`src/rtl/mem_ctrl.sv`:
```
// mem_ctrl: arbitrates a load/store port and an instruction-fetch port onto a
// byte-wide synchronous RAM (one-cycle read latency), one byte per cycle.
module mem_ctrl (
    input  logic        clk,
    input  logic        rst,
    input  logic [31:0] mem_addr_i,
    input  logic [31:0] data_to_mem_i,
    input  logic [2:0]  mem_times_i,
    input  logic [1:0]  mem_readwrite_i,
    output logic [31:0] data_from_mem_o,
    output logic [1:0]  mem_status_o,
    input  logic [31:0] if_addr_i,
    input  logic        if_req_i,
    output logic [31:0] if_data_o,
    output logic [1:0]  if_status_o,
    input  logic [7:0]  ram_din_i,
    output logic [7:0]  ram_dout_o,
    output logic [31:0] ram_a_o,
    output logic        ram_wr_o
);

    localparam int unsigned AW = 32;
    localparam int unsigned DW = 32;
    localparam int unsigned BW = 8;
    localparam int unsigned CW = 3;

    localparam logic [1:0] ST_INIT  = 2'b00;
    localparam logic [1:0] ST_BUSY  = 2'b01;
    localparam logic [1:0] ST_DONE  = 2'b10;
    localparam logic [1:0] RW_READ  = 2'b01;
    localparam logic [1:0] RW_WRITE = 2'b10;

    typedef enum logic [1:0] {IDLE, READ, WRITE, DONE} state_t;

    state_t        state_q, state_d;
    logic [AW-1:0] addr_q, addr_d;
    logic [CW-1:0] size_q, size_d;
    logic [CW-1:0] byte_cnt_q, byte_cnt_d;
    logic [CW-1:0] cap_cnt_q, cap_cnt_d;
    logic [DW-1:0] wdata_q, wdata_d;
    logic [DW-1:0] rdata_q, rdata_d;
    logic          port_if_q, port_if_d;
    logic          addr_vld_q, addr_vld_d;
    logic          din_vld_q, din_vld_d;

    logic [AW-1:0] ram_a_d;
    logic          ram_wr_d;
    logic [BW-1:0] ram_dout_d;
    logic [DW-1:0] mem_data_d, if_data_d;
    logic [1:0]    mem_status_d, if_status_d, served_st;
    logic          mem_req, size_ok;

    assign mem_req = (mem_readwrite_i == RW_READ) || (mem_readwrite_i == RW_WRITE);
    assign size_ok = (mem_times_i == CW'(1)) || (mem_times_i == CW'(2)) ||
                     (mem_times_i == CW'(4));

    // State and registered outputs
    always_ff @(posedge clk) begin
        if (!rst) begin
            state_q         <= IDLE;
            addr_q          <= '0;
            size_q          <= '0;
            byte_cnt_q      <= '0;
            cap_cnt_q       <= '0;
            wdata_q         <= '0;
            rdata_q         <= '0;
            port_if_q       <= 1'b0;
            addr_vld_q      <= 1'b0;
            din_vld_q       <= 1'b0;
            ram_a_o         <= '0;
            ram_wr_o        <= 1'b0;
            ram_dout_o      <= '0;
            data_from_mem_o <= '0;
            if_data_o       <= '0;
            mem_status_o    <= ST_INIT;
            if_status_o     <= ST_INIT;
        end else begin
            state_q         <= state_d;
            addr_q          <= addr_d;
            size_q          <= size_d;
            byte_cnt_q      <= byte_cnt_d;
            cap_cnt_q       <= cap_cnt_d;
            wdata_q         <= wdata_d;
            rdata_q         <= rdata_d;
            port_if_q       <= port_if_d;
            addr_vld_q      <= addr_vld_d;
            din_vld_q       <= din_vld_d;
            ram_a_o         <= ram_a_d;
            ram_wr_o        <= ram_wr_d;
            ram_dout_o      <= ram_dout_d;
            data_from_mem_o <= mem_data_d;
            if_data_o       <= if_data_d;
            mem_status_o    <= mem_status_d;
            if_status_o     <= if_status_d;
        end
    end

    // Next state and next output values; RAM bus idles at zero
    always_comb begin
        state_d    = state_q;
        addr_d     = addr_q;
        size_d     = size_q;
        byte_cnt_d = byte_cnt_q;
        cap_cnt_d  = cap_cnt_q;
        wdata_d    = wdata_q;
        rdata_d    = rdata_q;
        port_if_d  = port_if_q;
        addr_vld_d = 1'b0;
        din_vld_d  = addr_vld_q;
        ram_a_d    = '0;
        ram_wr_d   = 1'b0;
        ram_dout_d = '0;
        mem_data_d = data_from_mem_o;
        if_data_d  = if_data_o;
        served_st  = ST_INIT;

        case (state_q)
            IDLE: begin
                if (mem_req) begin
                    addr_d    = mem_addr_i;
                    size_d    = mem_times_i;
                    wdata_d   = data_to_mem_i;
                    port_if_d = 1'b0;
                    if (!size_ok) begin
                        state_d    = DONE;
                        served_st  = ST_DONE;
                        mem_data_d = '0;
                    end else begin
                        served_st  = ST_BUSY;
                        byte_cnt_d = CW'(1);
                        cap_cnt_d  = '0;
                        ram_a_d    = mem_addr_i;
                        if (mem_readwrite_i == RW_WRITE) begin
                            state_d    = WRITE;
                            ram_wr_d   = 1'b1;
                            ram_dout_d = data_to_mem_i[BW-1:0];
                        end else begin
                            state_d    = READ;
                            addr_vld_d = 1'b1;
                            rdata_d    = '0;
                        end
                    end
                end else if (if_req_i) begin
                    addr_d     = if_addr_i;
                    size_d     = CW'(4);
                    port_if_d  = 1'b1;
                    served_st  = ST_BUSY;
                    byte_cnt_d = CW'(1);
                    cap_cnt_d  = '0;
                    rdata_d    = '0;
                    ram_a_d    = if_addr_i;
                    addr_vld_d = 1'b1;
                    state_d    = READ;
                end
            end
            READ: begin
                served_st = ST_BUSY;
                if (byte_cnt_q < size_q) begin
                    ram_a_d    = addr_q + AW'(byte_cnt_q);
                    addr_vld_d = 1'b1;
                    byte_cnt_d = byte_cnt_q + CW'(1);
                end
                // RAM data trails its address by one cycle
                if (din_vld_q) begin
                    rdata_d[{cap_cnt_q[1:0], 3'b000} +: BW] = ram_din_i;
                    cap_cnt_d = cap_cnt_q + CW'(1);
                    if (cap_cnt_d == size_q) begin
                        state_d   = DONE;
                        served_st = ST_DONE;
                        if (port_if_q) begin
                            if_data_d = rdata_d;
                        end else begin
                            mem_data_d = rdata_d;
                        end
                    end
                end
            end
            WRITE: begin
                if (byte_cnt_q < size_q) begin
                    served_st  = ST_BUSY;
                    ram_a_d    = addr_q + AW'(byte_cnt_q);
                    ram_wr_d   = 1'b1;
                    ram_dout_d = wdata_q[{byte_cnt_q[1:0], 3'b000} +: BW];
                    byte_cnt_d = byte_cnt_q + CW'(1);
                end else begin
                    state_d   = DONE;
                    served_st = ST_DONE;
                end
            end
            DONE: begin
                state_d = IDLE;
            end
            default: begin
                state_d = IDLE;
            end
        endcase

        mem_status_d = port_if_d ? ST_INIT : served_st;
        if_status_d  = port_if_d ? served_st : ST_INIT;
    end

endmodule

```
`config.mk`:
```
export PLATFORM = sky130hd
export DESIGN_NAME = mem_ctrl
export DESIGN_NICKNAME = d
export VERILOG_FILES = /design/src/rtl/mem_ctrl.sv
export SDC_FILE = /design/constraint.sdc
export NUM_CORES = 1
export LEC_CHECK = 0
export BUFFER_PORTS_ARGS = -buffer_cell sky130_fd_sc_hd__buf_2
export CORE_ASPECT_RATIO = 1.4
export CORE_MARGIN = 2
export CORE_UTILIZATION = 44
export CTS_BUF_LIST = sky130_fd_sc_hd__clkbuf_4 sky130_fd_sc_hd__clkbuf_8
export DETAILED_ROUTE_END_ITERATION = 16
export PLACE_DENSITY_LB_ADDON = 0.08
export SLEW_MARGIN = 20
export SYNTH_ARGS = -nofsm -noshare
export SYNTH_HDL_FRONTEND = slang
export SYNTH_SLANG_ARGS = --single-unit
export TNS_END_PERCENT = 10
```
`constraint.sdc`:
```
create_clock -name clk -period 2.95 [get_ports clk]
set_input_delay 0.1475 -clock clk [delete_from_list [all_inputs] [get_ports clk]]
set_output_delay 0.1475 -clock clk [all_outputs]
set_load 0.005 [all_outputs]
```
## Word-level counts from Yosys, hierarchy flattened

Cells that the tools add are included.

| operators by class | value |
|---|---|
| shift-type cells | 3 |
| $add $sub $neg | 4 |
| reduce and logical (&&, ||, !) cells | 18 |
| equality and inequality tests | 19 |
| muxes and demuxes | 65 |
| bitwise operators | 1 |
| magnitude comparators | 1 |

Operators with widths:

| cell | number |
|---|---|
| 32-bit two-way mux | 16 |
| 32-bit one-hot mux with 2 select lines | 3 |
| 32-bit by 3-bit adder with 32-bit output | 1 |
| 32-bit bitwise mux | 1 |
| 8-bit two-way mux | 4 |
| 8-bit by 7-bit variable shift with 32-bit output (first input constant) | 1 |
| 32-bit by 6-bit indexed part select with 8-bit output | 1 |
| 8-bit by 7-bit indexed part select with 32-bit output | 1 |
| 3-bit two-way mux | 10 |
| 2-bit two-way mux | 12 |
| 8-bit one-hot mux with 2 select lines | 1 |
| 4-bit AND reduction | 4 |
| 1-bit two-way mux | 12 |
| 2-bit inequality test (second input constant) | 6 |
| 3-bit one-hot mux with 2 select lines | 2 |
| 3-bit inequality test (second input constant) | 3 |
| 2-bit one-hot mux with 4 select lines | 1 |
| 5-bit negator with 7-bit output | 1 |
| 3-bit by 1-bit adder with 3-bit output (second input constant) | 2 |
| 2-bit equality test (second input constant) | 3 |
| 2-bit one-hot mux with 3 select lines | 1 |
| 2-bit AND reduction | 3 |
| 6-bit AND reduction | 1 |
| 2-bit nonzero test | 3 |
| 13 further kinds | 18 |

| word-level totals | value |
|---|---|
| input bits | 112 |
| output and inout bits | 109 |
| logic and storage cells | 128 |
| bits in registers | 219 |

## Longest topological paths before layout

Gate-level depths: netlist of the first run.

| depth | value |
|---|---|
| depth after elaboration | 7 |
| gate-level depth with buffers | 9 |
| mapped depth without buffers | 8 |

## Least setup slack after synthesis of the first run

Ideal clock, no wire load.

| timing path | value |
|---|---|
| path kind | flip-flop to flip-flop |
| from | reg byte_cnt_q[1] |
| to | reg ram_a_o[30] |
| setup slack | 0.544 ns |
| required time | 2.820 ns |
| path buffers | 2 |
| stages on the path, launching flop included | 10 |
| data arrival time | 2.276 ns |
| clock period less this slack | 2.406 ns |
| library setup time | 0.130 ns |
| cells stage by stage | dfxtp_1 clkbuf_1 inv_1 fa_1 nor2b_1 o2111ai_1 clkbuf_1 nor4_2 xnor2_1 o22ai_1 |

| on the way | value |
|---|---|
| word-level cells in the longest chain between the ends | 3 |
| elaborated cells between the ends (all ways) | 4 |
| those cells by class | 1 x add/sub; 1 x order compare; 2 x mux |

Ends and longest elaborated chain:

| element | RTL line | source |
|---|---|---|
| start, declared | 38 | `logic [CW-1:0] byte_cnt_q, byte_cnt_d;` |
| start signal, assigned | 81 | `byte_cnt_q <= byte_cnt_d;` |
| 32-bit by 3-bit adder with 32-bit output / 3-bit < comparator (equally long branches) | - |  |
| 32-bit two-way mux (*) | 158, 179 |  |
| 32-bit one-hot mux with 2 select lines (*) | 117 | `case (state_q)` |
| end signal, assigned | 88 | `ram_a_o <= ram_a_d;` |
| end, declared | 18 | `output logic [31:0] ram_a_o,` |

Mark *: on every way between the ends. The rest lies on a longest branch, timed or not.
A chain may end at the register's enable or synchronous reset.

## Final worst setup path of the first run

| timing path | value |
|---|---|
| from | reg cap_cnt_q[0] |
| to | reg data_from_mem_o[23] |

| on the way | value |
|---|---|
| word-level cells in the longest chain between the ends | 7 |
| elaborated cells between the ends (all ways) | 12 |
| those cells by class | 2 x add/sub; 2 x eq/ne; 2 x shift; 5 x mux; 1 x reduce/logical |

Ends and longest elaborated chain:

| element | RTL line | source |
|---|---|---|
| start, declared | 39 | `logic [CW-1:0] cap_cnt_q, cap_cnt_d;` |
| start signal, assigned | 82 | `cap_cnt_q <= cap_cnt_d;` |
| 5-bit negator with 7-bit output | 165 | `rdata_d[{cap_cnt_q[1:0], 3'b000} +: BW] = ram_din_i;` |
| 8-bit by 7-bit indexed part select with 32-bit output / 8-bit by 7-bit variable shift with 32-bit output (equally long branches) | 165 |  |
| 32-bit bitwise mux | 165 |  |
| 32-bit two-way mux | 170 | `if (port_if_q) begin` |
| 32-bit two-way mux | 167 | `if (cap_cnt_d == size_q) begin` |
| 32-bit two-way mux | 164 | `if (din_vld_q) begin` |
| 32-bit one-hot mux with 2 select lines | 117 |  |
| end signal, assigned | 91 | `data_from_mem_o <= mem_data_d;` |
| end, declared | 10 | `output logic [31:0] data_from_mem_o,` |

Several ways; a longest one is shown, not always the timed one. The select of a mux whose other input is x is not followed.

==> results.cfg, run 1 <==
[run_status]
status = completed

[synthesis]
ys_ff_latch = 219
postSynthCellCount = 1182
yosys_warnings = 0
synth_area_leaders = dfxtp_1, nand2_1, o21ai_0
avgSynthCellArea_um2 = 8.36
synth_nets = 1312
synth_cell_types = 58
yosysTopAreaCell = dfxtp_1
ys.flop_type = dfxtp_1
synth_area_mm2 = 0.00988
synth_edf_count = 0
synth_top_area_share_pct = 44.4
async_flop_share_pct = 0
seq_area_frac_synth_pct = 44.4

[grt]
antenna_found_initial = 0
grt_pass1_wl_um = 46000
grt_pass1_vias = 9395
grt_usage_pct = 24.1
grt_max_degree = 98
gr-total-overflow = 0

[route]
first_iter_violations = 438
drt_pass1_iterations = 5
drc = 0
ant_nets = 0
drt_wl_total_um = 29400
viasPerCell = 5.31
wl_per_cell_um = 16.6
dr_total_vias = 9416

[clocking]
cts_buffer_depth = 3
clk_pin_slew_ns = 0.07
cts_tree = done
cts_root_buf = clkbuf_8
worstSkewPairLatency_ns = 0.53
cts_buffers = 37
cts.sinks = 219
post_cts_buffers = 0
h-tree-depth = 2

[timing]
rsz0062_at_grt = no
fin_ws_ns = 0.312
timing.setup.tns_ns = 0
finalSetupViolCount = 0
max_clock_freq_mhz = 379
finalMaxSlewViolations = 0
finalCritPeriodShare_pct = 89.4
tightest_slew_ns = 1.05
skew_ns = 0.0182
min_period_ns = 2.64
hold_viol_final = 0
slew_headroom_pct = 29.9

[power_and_ir_drop]
comb_power_share_pct = 30.9
power.internal_mw = 6.24
p_sw_share_pct = 34.5
p_seq_share_pct = 37.8
powerDensity_mw_per_mm2 = 745
vdd_drop_max_v = 0.000428
switchingPower_mw = 3.28
p_leak_nw = 5.26
p_clk_share_pct = 31.3

[critical_path]
reg2reg_from = cap_cnt_q[0]
crit_end = data_from_mem_o[23]
critical_path_class = flop to flop
rrSetupSlack_ns = 0.31
cp.required_ns = 3.33
crit_start = cap_cnt_q[0]
worst-path-max-fanout = 64
r2r_cells = 8
worstSetupEndpointType = flop
reg2reg_to = data_from_mem_o[23]
start_kind = flop
crit_arrival_ns = 3.02

[finish]
fin_util_pct = 58.3
area_growth_pct = 29.4
drive_above_1_share_pct = 23.2
fin_cells = 1772
diodes = 0
num-fill-cells = 2072
nNetsFinal = 1579
final_cell_mix = dfxtp_1, buf_2, nand2_1

[die]
io_pins = 221
core.rowCount = 64
die-area_mm2 = 0.0237
die_h_um = 181
initial_core_util_pct = 45.0
die_w_um = 131
core_mm2 = 0.0219

[worst_hold_path]
min_from = if_addr_i[7]
hp-class = input port to flop
hold_depth = 3

[placement]
port_buffers = 220
preCtsSetupSlack_ns = 0.324
gp_congestion = 0.845
hpwl_um = 19700
dp_cells = 1640

[job]
drv_cap = 0
-- cells by family after synthesis --
kind of cell | synth area share (%)
AOI/OAI and AO/OA | 18.6
xor gates and xnor gates | 3.17
adders and majority gates | 2.36
buffers and inverters | 5.14
DFF | 44.4
muxes | 5.37
and+or+nand+nor | 21.0
-- synth_stat cells (7+ instances only) --
library cell and n:
nor2b_1 32, a21oi_1 42, a22oi_1 40, nand3_1 78
clkbuf_1 67, nor2_1 69, buf_2 7, xnor2_1 20
ha_1 17, inv_1 40, xor2_1 13, a211oi_1 37
o22ai_1 25, mux4_2 8, a22o_1 25, dfxtp_1 219
nand2_1 197, o21ai_0 89, mux2i_1 35, nor3_1 40
buf_1 12, nand4_1 9
-- per-layer routing --
| metal | global-route usage [%] | vias up | part of all wire, % |
|---|---|---|---|
| met4 | 10.7 | 0 | 3.6 |
| met2 | 44.5 | 292 | 53 |
| li1 | - | 4687 | - |
| met3 | 4.50 | 69 | 5.4 |
| met5 | 0 | - | 0 |
| met1 | 26.1 | 4368 | 38 |
-- metrics by stage --
step                hold WS, ns  cell area (µm²)  total power [mW]
floorplan                 0.283             9880              5.60
global placement          0.394            11300              6.51
detailed placement        0.399            11300              6.53
CTS                      0.0127            12800              9.60
global route             0.0524            12800              10.0
finish                   0.0329            12800              9.52
-- power groups by stage --
stage	Sequential [mW]	Combinational, mW	Clock, mW
after floorplan	3.62	1.99	0
after global placement	3.64	2.87	0
after detailed placement	3.66	2.88	0
after CTS	3.59	2.95	3.05
after global routing	3.64	3.23	3.17
final	3.60	2.95	2.98
-- worst max-delay path, cell delays in order (launching register included) --
cell and delay [ns]:
dfxtp_1 0.51, inv_1 0.16, ha_1 0.41, xor2_1 0.19
nor4_4 0.42, o2111ai_4 0.16, buf_4 0.34, nand3_1 0.15
o21ai_0 0.09
-- sequential cells by signal (all words and copies together), names as in the netlist --
name             cells
din_vld_q            1
state_q              2
if_status_o          2
addr_vld_q           1
addr_q              32
byte_cnt_q           3
ram_wr_o             1
size_q               3
wdata_q             32
port_if_q            1
if_data_o           32
ram_dout_o           8
mem_status_o         2
ram_a_o             32
cap_cnt_q            3
data_from_mem_o     32
rdata_q             32
-- worst min path at each step --
stage	endpoint
floorplan	wdata_q[0]
global placement	wdata_q[27]
detailed placement	wdata_q[19]
CTS	addr_q[7]
global route	addr_q[1]
finish	addr_q[7]
-- cell type report --
cell class | count | area [µm²] | share of cell area [%]
timing repair buffer | 317 | 2010 | 15.7
clock inverter | 5 | 52.6 | 0.411
clock buffer | 60 | 769 | 6.02
tap | 297 | 372 | 2.91
multi-input combinational | 833 | 5040 | 39.4
inverter | 41 | 154 | 1.20
sequential | 219 | 4380 | 34.3
-- what timing repair did --
item / 4_1_cts / 5_1_grt
resized for setup: 0 / 0
hold buffers: 67 / 0
endpoints found under the hold margin: 99 / 0
(Power assumes the default switching activity.)
==> run 2: changes to the inputs <==
Clock period 2.95 ns to 2.85 ns, I/O delays scaled along.
==> run 2 against run 1 <==
Count of clock-buffer cells in the layout is 5 lower. Power is 0.96% higher. Worst setup slack better by 0.17 ns. Global-route usage hardly changed. Critical path depth stayed put. Cell area is 0.46% lower. Clock power is 5% lower. Die area stayed put. Wire length is 1.7% lower. Highest routed layer unchanged. Worst hold slack hardly changed. Combinational power is 4% higher. Fmax is 11% higher. Critical path type unchanged. Largest cell class unchanged.
==> results.cfg, run 2 (synthesized netlist as in run 1, its figures left out) <==
[run_status]
status = completed

[timing]
rsz0062_at_grt = no
finalCritPeriodShare_pct = 83.2
hold_viol_final = 0
holdWs_ns = 0.0325
slew_headroom_pct = 48.4
min_period_ns = 2.37
tightest_slew_ns = 0.774
finalMaxSlewViolations = 0
skew_ns = 0.0131
finalSetupViolCount = 0
timing.setup.tns_ns = 0
max_clock_freq_mhz = 422

[route]
wl_per_cell_um = 16.4
drt_wl_total_um = 28900
drc = 0
viasPerCell = 5.36
dr_total_vias = 9478
ant_nets = 0
drt_pass1_iterations = 5
first_iter_violations = 378

[clocking]
clk_pin_slew_ns = 0.06
cts_root_buf = clkbuf_8
cts_hold_buf = 67
h-tree-depth = 2
cts_resized = 0
cts_buffer_depth = 3
worstSkewPairLatency_ns = 0.52
cts_tree = done
cts_buffers = 36
post_cts_buffers = 0
cts.sinks = 219

[critical_path]
slowest_stage = nor4_4
slowest_delay_ns = 0.43
crit_buf_inv = 2
cp.required_ns = 3.22
path_cells = inv_1 -> ha_1 -> xor2_1 -> nor4_4 -> o2111ai_4 -> buf_4 -> nand3_1 -> o21ai_0
start_kind = flop
worst-path-max-fanout = 64
crit_arrival_ns = 2.74
worstSetupEndpointType = flop
critical_path_class = flop to flop
crit_family = simple AND/OR/NAND/NOR gates

[finish]
nNetsFinal = 1580
area_growth_pct = 28.8
final_cell_mix = dfxtp_1, buf_2, nand2_1
drive_above_1_share_pct = 22.9
num-fill-cells = 2116
fin_util_pct = 58.0

[die]
core_mm2 = 0.0219
die_w_um = 131
io_pins = 221
core.rowCount = 64
die_h_um = 181
die-area_mm2 = 0.0237
initial_core_util_pct = 45.0

[power_and_ir_drop]
p_leak_nw = 5.23
p_seq_share_pct = 38.7
p_sw_share_pct = 34.5
comb_power_share_pct = 31.9
power.internal_mw = 6.29
p_clk_share_pct = 29.4
powerDensity_mw_per_mm2 = 756
vdd_drop_max_v = 0.000479
switchingPower_mw = 3.32

[placement]
hpwl_um = 19700
gp_congestion = 0.819
port_buffers = 220

[grt]
antenna_found_initial = 1
grt_max_degree = 69
grt_pass1_vias = 9365
grt_pass1_wl_um = 46300
gr-total-overflow = 0
grt_usage_pct = 24.1

[worst_hold_path]
hp-class = input port to flop

[job]
drv_cap = 0
run 2: cell count changes in the layout (fill, tap and decap cells not counted):
cell | previous run | this run
clkinvlp_4 | 1 | 0
diode_2 | 0 | 1
inv_6 | 0 | 1
buf_4 | 30 | 31
clkinv_2 | 3 | 1
clkbuf_4 | 9 | 12
clkbuf_8 | 51 | 43
buf_16 | 0 | 1
run 2: cell type report:
| cell class | count | area, µm² | area share (%) |
|---|---|---|---|
| diodes | 1 | 2.50 | 0.0197 |
| clock inverters | 3 | 43.8 | 0.344 |
| flip-flops and latches | 219 | 4380 | 34.5 |
| multi-input cells | 833 | 5040 | 39.6 |
| clock buffers | 55 | 682 | 5.36 |
| repair buffers | 319 | 2050 | 16.1 |
| inverters | 41 | 154 | 1.21 |
| well taps | 297 | 372 | 2.92 |
run 2: routing by layer:
layer  GRT usage (%)  part of all wire, %  vias up
met3            4.18                  5.4       69
met5               0                    0        -
met4            9.11                  3.3        0
met2            44.5                   52      288
met1            27.1                   39     4440
li1                -                    -     4681
run 2: worst reg2reg max path: cells and delay by family (launching register included):
| kind | cells | cell delay, ns |
|---|---|---|
| buffers and inverters | 2 | 0.44 |
| DFF | 1 | 0.36 |
| adders and majority gates | 1 | 0.37 |
| and+or+nand+nor | 2 | 0.61 |
| AOI/OAI and AO/OA | 2 | 0.25 |
| xor gates and xnor gates | 1 | 0.19 |
run 2: path summary, 6_finish.rpt:
check	startpoint	endpoint	slack, ns	cells after the start
max	cap_cnt_q[1]	data_from_mem_o[19]	0.48	8
min	if_addr_i[7]	addr_q[7]	0.03	3
max reg2reg	cap_cnt_q[1]	data_from_mem_o[19]	0.48	8
min reg2reg	wdata_q[29]	wdata_q[29]	0.45	2
run 2: metrics by stage:
stage | setup WS, ns | power (mW) | cell area (µm²) | std cells
2_1_floorplan | 0.444 | 5.80 | 9880 | 1182
3_3_place_gp | 0.592 | 6.72 | 11300 | 1641
3_5_place_dp | 0.482 | 6.74 | 11300 | 1641
4_1_cts | 0.476 | 9.68 | 12700 | 1766
5_1_grt | 0.285 | 10.2 | 12700 | 1768
6_report | 0.478 | 9.62 | 12700 | 1768
run 2: power by group through the flow:
stage / clock network (mW) / logic (mW) / registers, mW
global route: 3.03 / 3.40 / 3.78
finish: 2.82 / 3.07 / 3.72
detailed placement: 0 / 2.96 / 3.78
CTS: 2.92 / 3.04 / 3.72
floorplan: 0 / 2.06 / 3.74
global placement: 0 / 2.95 / 3.77
